**config.mk**
```make
export PLATFORM = sky130hd
export DESIGN_NAME = sram_array_ctrl
export DESIGN_NICKNAME = d
export VERILOG_FILES = /design/src/rtl/sram_array_ctrl_pkg.sv /design/src/rtl/sram_array_ctrl.sv
export SDC_FILE = /design/constraint.sdc
export NUM_CORES = 1
export LEC_CHECK = 0
export ABC_AREA = 1
export CORE_AREA = 5 5 135 137
export DETAILED_ROUTE_END_ITERATION = 8
export DIE_AREA = 0 0 140 142
export PLACE_DENSITY = 0.66
export SLEW_MARGIN = 10
export SYNTH_ARGS = -nofsm -noshare
export SYNTH_HDL_FRONTEND = slang
export SYNTH_SLANG_ARGS = --single-unit
```
**constraint.sdc**
```tcl
create_clock -name clock -period 5.8 [get_ports clock]
set_clock_uncertainty 0.1 [all_clocks]
set_input_delay 1.16 -clock clock [delete_from_list [all_inputs] [get_ports clock]]
set_output_delay 1.16 -clock clock [all_outputs]
set_load 0.02 [all_outputs]
```
**src/rtl/sram_array_ctrl_pkg.sv**
```systemverilog
// Shared types and default geometry for the SRAM array controller.
// Matches the 512x77 1R1W macro it fronts.
package sram_array_ctrl_pkg;

  localparam int unsigned DefDepth = 512;
  localparam int unsigned DefWidth = 77;

  typedef enum logic [0:0] {
    StInit,
    StIdle
  } sram_ctrl_state_e;

endpackage

```
**src/rtl/sram_array_ctrl.sv**
```systemverilog
// Front end for a 1R1W SRAM macro: zero-sweeps the array after reset, arbitrates
// ready/valid read/write requests and holds read data between responses.
module sram_array_ctrl
  import sram_array_ctrl_pkg::*;
#(
  parameter int unsigned DEPTH  = DefDepth,
  parameter int unsigned WIDTH  = DefWidth,
  parameter int unsigned ADDR_W = $clog2(DEPTH)
) (
  input  logic              clock,
  input  logic              reset,
  input  logic              rd_req_valid,
  output logic              rd_req_ready,
  input  logic [ADDR_W-1:0] rd_req_addr,
  output logic              rd_resp_valid,
  output logic [WIDTH-1:0]  rd_data,
  input  logic              wr_req_valid,
  output logic              wr_req_ready,
  input  logic [ADDR_W-1:0] wr_req_addr,
  input  logic [WIDTH-1:0]  wr_req_data,
  output logic              init_done,
  output logic              arr_ren,
  output logic [ADDR_W-1:0] arr_raddr,
  input  logic [WIDTH-1:0]  arr_rdata,
  output logic              arr_wen,
  output logic [ADDR_W-1:0] arr_waddr,
  output logic [WIDTH-1:0]  arr_wdata,
  output logic              arr_wmask
);

  localparam logic [ADDR_W-1:0] LastAddr = ADDR_W'(DEPTH - 1);

  sram_ctrl_state_e  state_q, state_d;
  logic [ADDR_W-1:0] init_cnt_q, init_cnt_d;
  logic              init_done_q, init_done_d;
  logic              resp_pending_q;
  logic [WIDTH-1:0]  hold_q;
  logic              rd_fire;

  always_comb begin
    state_d      = state_q;
    init_cnt_d   = init_cnt_q;
    init_done_d  = init_done_q;
    rd_req_ready = 1'b0;
    wr_req_ready = 1'b0;
    rd_fire      = 1'b0;
    arr_ren      = 1'b0;
    arr_raddr    = rd_req_addr;
    arr_wen      = 1'b0;
    arr_waddr    = wr_req_addr;
    arr_wdata    = wr_req_data;

    unique case (state_q)
      StInit: begin
        arr_wen   = 1'b1;
        arr_waddr = init_cnt_q;
        arr_wdata = '0;
        if (init_cnt_q == LastAddr) begin
          state_d     = StIdle;
          init_done_d = 1'b1;
        end else begin
          init_cnt_d = init_cnt_q + ADDR_W'(1);
        end
      end
      StIdle: begin
        wr_req_ready = 1'b1;
        // Same-address conflict: the write wins, the read retries next cycle.
        rd_req_ready = !(wr_req_valid && (wr_req_addr == rd_req_addr));
        rd_fire      = rd_req_valid && rd_req_ready;
        arr_ren      = rd_fire;
        arr_wen      = wr_req_valid;
      end
      default: state_d = StInit;
    endcase
  end

  always_ff @(posedge clock or posedge reset) begin
    if (reset) begin
      state_q        <= StInit;
      init_cnt_q     <= '0;
      init_done_q    <= 1'b0;
      resp_pending_q <= 1'b0;
      hold_q         <= '0;
    end else begin
      state_q        <= state_d;
      init_cnt_q     <= init_cnt_d;
      init_done_q    <= init_done_d;
      resp_pending_q <= rd_fire;
      if (resp_pending_q) begin
        hold_q <= arr_rdata;
      end
    end
  end

  assign init_done     = init_done_q;
  assign rd_resp_valid = resp_pending_q;
  // Macro output is only trustworthy the cycle after a read; otherwise replay the last one.
  assign rd_data       = resp_pending_q ? arr_rdata : hold_q;
  assign arr_wmask     = 1'b1;

endmodule

```
# Yosys cells after proc, flatten, opt, wreduce, memory -nomap -nowiden
# Index checks and enable logic that the tools add are counted.
[totals]
output_inout_bits = 179
in_bits = 176
reg_bits = 89
elab_cells = 24
[classes]
reduce_logical = 5
bitwise_logic = 2
mux = 9
eq_ne = 2
n_addsub = 1
[ops]
columns = ["op", "count"]
rows = [
  ["77-bit two-way mux", 2],
  ["9-bit by 1-bit adder with 9-bit output, second input constant", 1],
  ["9-bit == test", 1],
  ["9-bit == test, second input constant", 1],
  ["9-bit two-way mux", 1],
  ["1-bit two-way mux", 5],
  ["2-bit AND reduction", 2],
  ["1-bit logical AND", 2],
  ["1-bit NOT", 2],
  ["1-bit case mux with 2 select lines", 1],
  ["1-bit logical NOT", 1],
]

# Logic depth before layout (Yosys ltp)
# Gate-level depths: netlist (run 1).
[logic_depth]
word_depth = 5
ltp_mapped = 10
ltp_nobuf = 9

# Worst setup path after synthesis (run 1)
# No wires, ideal clock.
[synth_timing]
path_type = "input port to output port"
startpoint = "input rd_req_addr[0]"
endpoint = "output arr_ren"
cell_stages = 9
t_required_ns = 4.540
t_arrival_ns = 1.824
setup_slack_ns = 2.716
path_cell_list = "inv_1 -> nand2_1 -> nand2_1 -> nor2_1 -> nand2_1 -> nor2_1 -> nand2_1 -> nand2_1 -> nor2_1"
[synth_via]
elab_chain_len = 5
[synth_lines]
columns = ["element", "line_no", "text"]
rows = [
  ["from (decl)", "sram_array_ctrl.sv:14", "input logic [ADDR_W-1:0] rd_req_addr,"],
  ["9-bit == test", "sram_array_ctrl.sv:68", "rd_req_ready = !(wr_req_valid && (wr_req_addr == rd_req_addr));"],
  ["1-bit logical AND", "sram_array_ctrl.sv:68", ""],
  ["1-bit logical NOT", "sram_array_ctrl.sv:68", ""],
  ["1-bit logical AND", "sram_array_ctrl.sv:69", "rd_fire = rd_req_valid && rd_req_ready;"],
  ["1-bit two-way mux", "sram_array_ctrl.sv:53", "unique case (state_q)"],
  ["to (decl)", "sram_array_ctrl.sv:22", "output logic arr_ren,"],
]
# Every way passes these cells.

# Worst setup path after layout (run 1)
[layout_timing]
startpoint = "input rd_req_addr[6]"
endpoint = "output arr_ren"
# The elaborated chain is that of the path after synthesis.

==> results of run 1 <==
cell type report:
type,instances,area [sq um],area share (%)
diodes,3,7.51,0.0900
clock buffers,10,239,2.86
clock inverters,6,48.8,0.585
inverters,106,400,4.80
multi-input cells,240,1580,18.9
flip-flops and latches,89,2230,26.8
well taps,225,282,3.37
repair buffers,356,3560,42.6
synth_stat cells (all sizes together):
cell	number
nand2	120
xor2	7
nand3	2
nand4	2
dfrtp	89
conb	1
a21o	1
inv	106
nor2	10
o21ai	13
a21oi	1
ha	2
mux2	77
clkbuf	8
buf	22
or2	2
nor3	2
worst max-delay path by stage:
stage                 to           start
2_1_floorplan  hold_q[0]           reset
3_3_place_gp     arr_ren  rd_req_addr[6]
3_5_place_dp     arr_ren  rd_req_addr[6]
4_1_cts          arr_ren  rd_req_addr[6]
5_1_grt          arr_ren  rd_req_addr[6]
6_report         arr_ren  rd_req_addr[6]
per-stage QoR:
step	utilization, %	cells
6_report	49.3	1035
5_1_grt	49.3	1035
4_1_cts	49.2	1032
3_5_place_dp	47.5	1016
3_3_place_gp	47.5	1016
2_1_floorplan	-	465
flip-flops by register name, indices dropped and copies added (netlist names):
register,flops
hold_q,77
init_cnt_q,9
init_done,1
rd_resp_valid,1
state_q,1
metal layers:
| metal | global-route usage, % | share of wire, % |
|---|---|---|
| met1 | 18.9 | 37 |
| met2 | 27.7 | 48 |
| met3 | 10.6 | 13 |
| met4 | 5.20 | 0.94 |
| met5 | 0 | 0 |
kinds of logic after synthesis:
kind of cell / count (synthesis) / synth area share [%]
buffers and inverters: 136 / 13.5
adders and majority gates: 2 / 0.569
DFF: 89 / 50.6
muxes: 77 / 19.7
AOI/OAI and AO/OA: 15 / 1.76
and+or+nand+nor: 138 / 12.4
other: 1 / 0.0852
xor gates and xnor gates: 7 / 1.39
worst max-delay path, stage by stage:
cell and delay [ns]:
sky130_fd_sc_hd__clkdlybuf4s50_1 0.53, sky130_fd_sc_hd__inv_1 0.05, sky130_fd_sc_hd__nand2_1 0.06, sky130_fd_sc_hd__nand2_1 0.04
sky130_fd_sc_hd__nand3_1 0.07, sky130_fd_sc_hd__nor2_1 0.06, sky130_fd_sc_hd__nand2_1 0.08, sky130_fd_sc_hd__nand2_1 0.05
sky130_fd_sc_hd__nor2_1 0.11, sky130_fd_sc_hd__clkdlybuf4s50_1 0.63
layout by cell type, fill, tap and decap left out, drive strengths merged:
cell type,count
mux2,77
nor2,10
nand2,120
a21o,1
xor2,7
or2,2
o21ai,13
conb,1
a21oi,1
inv,109
nand3,2
diode,3
dfrtp,89
clkbuf,10
buf,3
nor3,2
clkdlybuf4s50,353
ha,2
clkinvlp,3
nand4,2
report_power, final:
part           leakage [nW]  switching, mW  internal, mW
clock network         0.132          0.254         0.307
registers              1.14        0.00586         0.647
logic                  2.85          0.108         0.178
==> qor.log, run 1 <==
INFO  logic_synthesis postSynthAreaPerCell=9.46squm
INFO  detailed_routing dr.pass1.iters=4
INFO  critical_path  worst_ep_required_time=4.54ns
INFO  hold_path      end_of_the_worst_hold_path=init_done
INFO  critical_path  timing.critical_path.to_type=primary output
INFO  clock_network  ctsHoldBuffers=0
INFO  critical_path  reg2regPathDepth=2
INFO  clock_network  cts_setup_buffers=0
INFO  detailed_routing routed-via-count=4,164
INFO  sta            finalCritPeriodShare=71.1%
INFO  floorplan      die_w=140microns
INFO  critical_path  r2r-start=rd_resp_valid
INFO  logic_synthesis yosysWarnings=0
INFO  detailed_routing avgRoutedWirePerCell=17.0microns
INFO  sta            timing_worst_slew_pin_value=0.838ns
INFO  floorplan      floorplan.die_area=19,900squm
INFO  detailed_routing detail_route.vias_per_cell=4.02
INFO  detailed_routing detail-route-antenna-nets=0
INFO  sta            timing.setup.tns=0ns
INFO  logic_synthesis mappedNetlistNets=643
INFO  run            cap_violations=0
INFO  global_route   grt_pass1_vias=4,407
INFO  critical_path  startpoint_kind_of_the_worst_setup_timing_path=input pin
INFO  logic_synthesis mappedNetlistArea=4400squm
INFO  hold_path      hold_path_startpoint=init_done
INFO  logic_synthesis seq_area_frac_synth=50.6%
INFO  global_route   largest_net_degree_at_the_start_of_global_routing=59
INFO  power          worst_ir_drop_vdd=124uV
INFO  clock_network  insertion_delay=0.34ns
INFO  critical_path  reg2reg_setup_slack=3.76ns
INFO  critical_path  critical_path_arrival=2.86ns
INFO  sta            finalWorstSetupSlack=1.68ns
INFO  place          placement.setup.worst_slack=1.67ns
INFO  critical_path  largest_fanout_on_the_critical_path=3
INFO  detailed_routing number_of_drc_markers_in_iteration_0=82
INFO  clock_network  tritoncts_clock_tree=yes
INFO  sta            maxClockFrequency=243MHz
INFO  critical_path  regToRegEndpoint=hold_q[17]
INFO  sta            maxSlewHeadroom=44.1%
INFO  sta            report.final.slew_viol_count=0
INFO  clock_network  clockRootBuffer=sky130_fd_sc_hd__clkbuf_16
INFO  sta            report.final.hold_viol_count=0
INFO  power          leakage_power_total=4.12nW
INFO  logic_synthesis netlist_instances=465
INFO  power          power.density_cell_area=180nW/um^2
INFO  hold_path      min_delay_path_depth=1
INFO  floorplan      initial_utilization=26.0%
INFO  logic_synthesis synth_seq_cells=89
INFO  cells_and_area nets=980
INFO  hold_path      min-delay-path-class=reg2reg
INFO  logic_synthesis yosysTopAreaCell=sky130_fd_sc_hd__dfrtp_1
INFO  detailed_routing routed_wl=17,600microns
INFO  global_route   grt_remaining_overflow=0
INFO  sta            post-route-min-period=4.12ns
INFO  logic_synthesis synthTopCellsByArea=sky130_fd_sc_hd__dfrtp_1 (51%), sky130_fd_sc_hd__mux2_2 (20%), sky130_fd_sc_hd__nand2_1 (10%)
INFO  clock_network  cts_sinks=89
INFO  sta            setup-violations-final=0
INFO  clock_network  max-clock-path-buffers=2
INFO  run_status     status=complete, no violations
INFO  floorplan      die_ht=142microns
INFO  global_route   grt_first_pass_wirelength=26,200microns
INFO  global_route   antenna_found_initial=3
INFO  critical_path  worstSetupPathType=in2out
INFO  cells_and_area design_area=8340squm
INFO  clock_network  path_clk_slew=0.06ns
INFO  place          port_buffers=353
INFO  logic_synthesis synth_largest_type_area_fraction=50.6%
INFO  global_route   groute.usage.overall=17.1%
INFO  floorplan      rows=48
INFO  cells_and_area area.growth.synth_to_final=89.7%
INFO  floorplan      fp.coreArea=16,900squm
INFO  cells_and_area drive_gt1_share=12.5%
INFO  logic_synthesis synth_cell_type_count=22
INFO  sta            hold_ws=0.370ns
INFO  clock_network  clock_tree.htree_level_count=3
INFO  floorplan      top_level_ports=355
INFO  power          design_power_total=1.50mW
INFO  clock_network  clock_buffer_count_from_cts=9
INFO  clock_network  cts_resized=0
INFO  place          place.gp.congestion=0.825
INFO  cells_and_area filler_cell_count=1,616
INFO  place          dpl-instance-area=8050squm
INFO  detailed_routing remaining_drc_errors=0
INFO  sta            unrepaired_setup_endpoints_after_global_routing=false
INFO  place          hpwlAfterDp=14,300microns
Note: power is estimated with default switching activity, not from simulation.
==> inputs of run 2 (changes only) <==
--- a/config.mk
+++ b/config.mk
@@ -9,7 +9,7 @@
 export CORE_AREA = 5 5 135 137
 export DETAILED_ROUTE_END_ITERATION = 8
 export DIE_AREA = 0 0 140 142
-export PLACE_DENSITY = 0.66
+export PLACE_DENSITY = 0.68
 export SLEW_MARGIN = 10
 export SYNTH_ARGS = -nofsm -noshare
 export SYNTH_HDL_FRONTEND = slang
==> constraint.sdc (replaced) <==
create_clock -name clock -period 3.6 [get_ports clock]
set_clock_uncertainty 0.1 [all_clocks]
set_input_delay 0.72 -clock clock [delete_from_list [all_inputs] [get_ports clock]]
set_output_delay 0.72 -clock clock [all_outputs]
set_load 0.02 [all_outputs]
==> qor.log, run 2 (synthesis results as in run 1) <==
INFO  cells_and_area mostFrequentLayoutCell=sky130_fd_sc_hd__clkdlybuf4s50_1
INFO  floorplan      die_ht=142microns [unchanged]
INFO  place          port_buffers=353 [unchanged]
INFO  detailed_routing avgRoutedWirePerCell=17.6microns [+3.5%]
INFO  clock_network  cts_sinks=89 [unchanged]
INFO  floorplan      initial_utilization=26.0% [unchanged]
INFO  global_route   grt_remaining_overflow=0 [unchanged]
INFO  sta            report.final.hold_viol_count=0 [unchanged]
INFO  sta            unrepaired_setup_endpoints_after_global_routing=false
INFO  floorplan      floorplan.die_area=19,900squm [unchanged]
INFO  global_route   grt_pass1_vias=4,608 [+4.6%]
INFO  critical_path  worst_ep_required_time=2.78ns [-1.76 ns]
INFO  sta            timing.setup.tns=0ns [unchanged]
INFO  clock_network  clock_buffer_count_from_cts=9 [unchanged]
INFO  clock_network  clock_tree.htree_level_count=3 [unchanged]
INFO  critical_path  critPathMaxStageDelay=0.57ns [-0.06 ns]
INFO  cells_and_area largest_register_ff_count=77 [unchanged]
INFO  critical_path  timing.critical_path.to_type=primary output
INFO  clock_network  clockRootBuffer=sky130_fd_sc_hd__clkbuf_16
INFO  critical_path  slowest_stage=sky130_fd_sc_hd__clkdlybuf4s50_1
INFO  clock_network  path_clk_slew=0.07ns [about the same]
INFO  critical_path  largest_fanout_on_the_critical_path=3 [unchanged]
INFO  place          hpwlAfterDp=14,700microns [+3.4%]
INFO  detailed_routing routed_wl=18,300microns [+3.6%]
INFO  clock_network  insertion_delay=0.34ns [about the same]
INFO  clock_network  cts_setup_buffers=0 [unchanged]
INFO  clock_network  cts_resized=0 [unchanged]
INFO  critical_path  reg2regPathDepth=8 [+6]
INFO  critical_path  critical_path_arrival=2.46ns [-0.40 ns]
INFO  cells_and_area area.growth.synth_to_final=90.7%
INFO  clock_network  max-clock-path-buffers=2 [unchanged]
INFO  detailed_routing detail_route.vias_per_cell=4.06 [+0.86%]
INFO  global_route   grt_first_pass_wirelength=27,000microns [+3.3%]
INFO  detailed_routing routed-via-count=4,204 [+0.96%]
INFO  floorplan      fp.coreArea=16,900squm [unchanged]
INFO  sta            post-route-min-period=3.28ns
INFO  floorplan      rows=48 [unchanged]
INFO  power          power.density_cell_area=288nW/um^2 [+60%]
INFO  detailed_routing remaining_drc_errors=0 [unchanged]
INFO  run            cap_violations=0 [unchanged]
INFO  sta            maxClockFrequency=305MHz
INFO  detailed_routing detail-route-antenna-nets=0 [unchanged]
INFO  global_route   groute.usage.overall=17.7% [+0.61 points]
INFO  critical_path  regToRegEndpoint=init_cnt_q[4]
INFO  critical_path  reg2reg_setup_slack=1.66ns [-2.10 ns]
INFO  global_route   antenna_found_initial=2 [-1]
INFO  detailed_routing number_of_drc_markers_in_iteration_0=106 [+29%]
INFO  floorplan      top_level_ports=355 [unchanged]
INFO  hold_path      hold_path_startpoint=init_done
INFO  cells_and_area layout_top_registers=hold_q: 77 flops, init_cnt_q: 9 flops
INFO  floorplan      die_w=140microns [unchanged]
INFO  cells_and_area finalNonFillerCells=1,036 [+0.097%]
INFO  hold_path      min-delay-path-class=reg2reg
INFO  sta            report.final.slew_viol_count=0 [unchanged]
INFO  critical_path  crit_path_frequent_cell=sky130_fd_sc_hd__nand2_1
INFO  detailed_routing dr.pass1.iters=4 [unchanged]
INFO  critical_path  timing.critical_path.cells=clkdlybuf4s50_1 > inv_1 > nand2_1 > nand2_1 > nor2_1 > nand2_1 > nor2_1 > nand2_1 > nand2_1 > nor2_1 > clkdlybuf4s50_1
INFO  clock_network  tritoncts_clock_tree=yes
INFO  power          leakage_power_total=4.15nW [+0.68%]
INFO  cells_and_area top_library_cells_by_usage_in_the_layout_fill_and_taps_aside=sky130_fd_sc_hd__clkdlybuf4s50_1 (353), sky130_fd_sc_hd__nand2_1 (120), sky130_fd_sc_hd__inv_1 (105)
INFO  power          worst_ir_drop_vdd=194uV [+56%]
INFO  power          design_power_total=2.42mW [+61%]
INFO  place          place.gp.congestion=0.895 [+8.5%]
INFO  sta            finalCritPeriodShare=91.2%
INFO  sta            setup-violations-final=0 [unchanged]
INFO  hold_path      min_delay_path_depth=1 [unchanged]
INFO  run_status     status=complete, no violations
INFO  place          place.detailed.instances=1,018 [+0.20%]
INFO  critical_path  r2r-start=init_cnt_q[1]
INFO  critical_path  startpoint_kind_of_the_worst_setup_timing_path=input pin
INFO  global_route   largest_net_degree_at_the_start_of_global_routing=66 [+12%]
INFO  critical_path  worstSetupPathType=in2out
INFO  clock_network  ctsHoldBuffers=0 [unchanged]
INFO  cells_and_area drive_gt1_share=12.7% [+0.22 points]
INFO  cells_and_area nets=982 [+0.20%]
INFO  hold_path      end_of_the_worst_hold_path=init_done
INFO  cells_and_area max_flop_register=hold_q
run 2: changes by cell type in the layout (fill, tap and decap cells not counted):
| cell | previous run | this run |
|---|---|---|
| sky130_fd_sc_hd__buf_12 | 0 | 3 |
| sky130_fd_sc_hd__clkinvlp_4 | 3 | 1 |
| sky130_fd_sc_hd__buf_4 | 3 | 2 |
| sky130_fd_sc_hd__clkbuf_8 | 1 | 0 |
| sky130_fd_sc_hd__clkinv_2 | 0 | 1 |
| sky130_fd_sc_hd__diode_2 | 3 | 2 |
| sky130_fd_sc_hd__inv_6 | 3 | 4 |
| sky130_fd_sc_hd__inv_8 | 0 | 1 |
run 2: worst max-delay path by stage:
| stage | start | endpoint | slack [ns] |
|---|---|---|---|
| 2_1_floorplan | reset | hold_q[0] | 0.47 |
| 3_3_place_gp | rd_req_addr[3] | arr_ren | 0.34 |
| 3_5_place_dp | rd_req_addr[3] | arr_ren | 0.32 |
| 4_1_cts | rd_req_addr[3] | arr_ren | 0.31 |
| 5_1_grt | rd_req_addr[3] | arr_ren | 0.11 |
| 6_report | rd_req_addr[3] | arr_ren | 0.32 |
run 2: final cells by class:
cell class	count	area (sq um)
Multi-Input combinational cell	240	1580
Tap cell	225	282
Fill cell	1638	8550
Antenna cell	2	5.00
Clock buffer	9	225
Inverter	106	400
Sequential cell	89	2230
Timing Repair Buffer	358	3610
Clock inverter	7	58.8
run 2: worst max-delay path, delay by kind of cell:
family / cells / cell delay, ns
and+or+nand+nor: 8 / 0.59
buffers and inverters: 3 / 1.15
run 2: report_power, final:
| group | switching, mW | internal [mW] |
|---|---|---|
| sequential | 0.00971 | 1.04 |
| clock | 0.424 | 0.482 |
| combinational | 0.174 | 0.288 |
run 2: routing by layer:
layer  vias up  part of all wire [%]  GRT usage (%)
met1      1897                    38           19.9
met4         0                   2.1           5.61
met2       227                    47           28.9
met3        22                    13           9.91
met5         -                     0              0
li1       2058                     -              -
run 2: through the flow:
| stage | util [%] | area, sq um | setup slack [ns] | hold slack [ns] |
|---|---|---|---|---|
| after floorplan | - | 4400 | 0.473 | 0.363 |
| after global placement | 47.8 | 8100 | 0.338 | 0.355 |
| after detailed placement | 47.8 | 8100 | 0.321 | 0.355 |
| after CTS | 49.5 | 8390 | 0.310 | 0.373 |
| after global routing | 49.5 | 8390 | 0.107 | 0.401 |
| final | 49.5 | 8390 | 0.316 | 0.367 |
==> inputs of run 3 (changes only) <==
--- a/config.mk
+++ b/config.mk
@@ -6,6 +6,7 @@
 export NUM_CORES = 1
 export LEC_CHECK = 0
 export ABC_AREA = 1
+export CAP_MARGIN = 20
 export CORE_AREA = 5 5 135 137
 export DETAILED_ROUTE_END_ITERATION = 8
 export DIE_AREA = 0 0 140 142
==> results of run 3 <==
Final layout, timing and power as in run 2 (identical DEF).
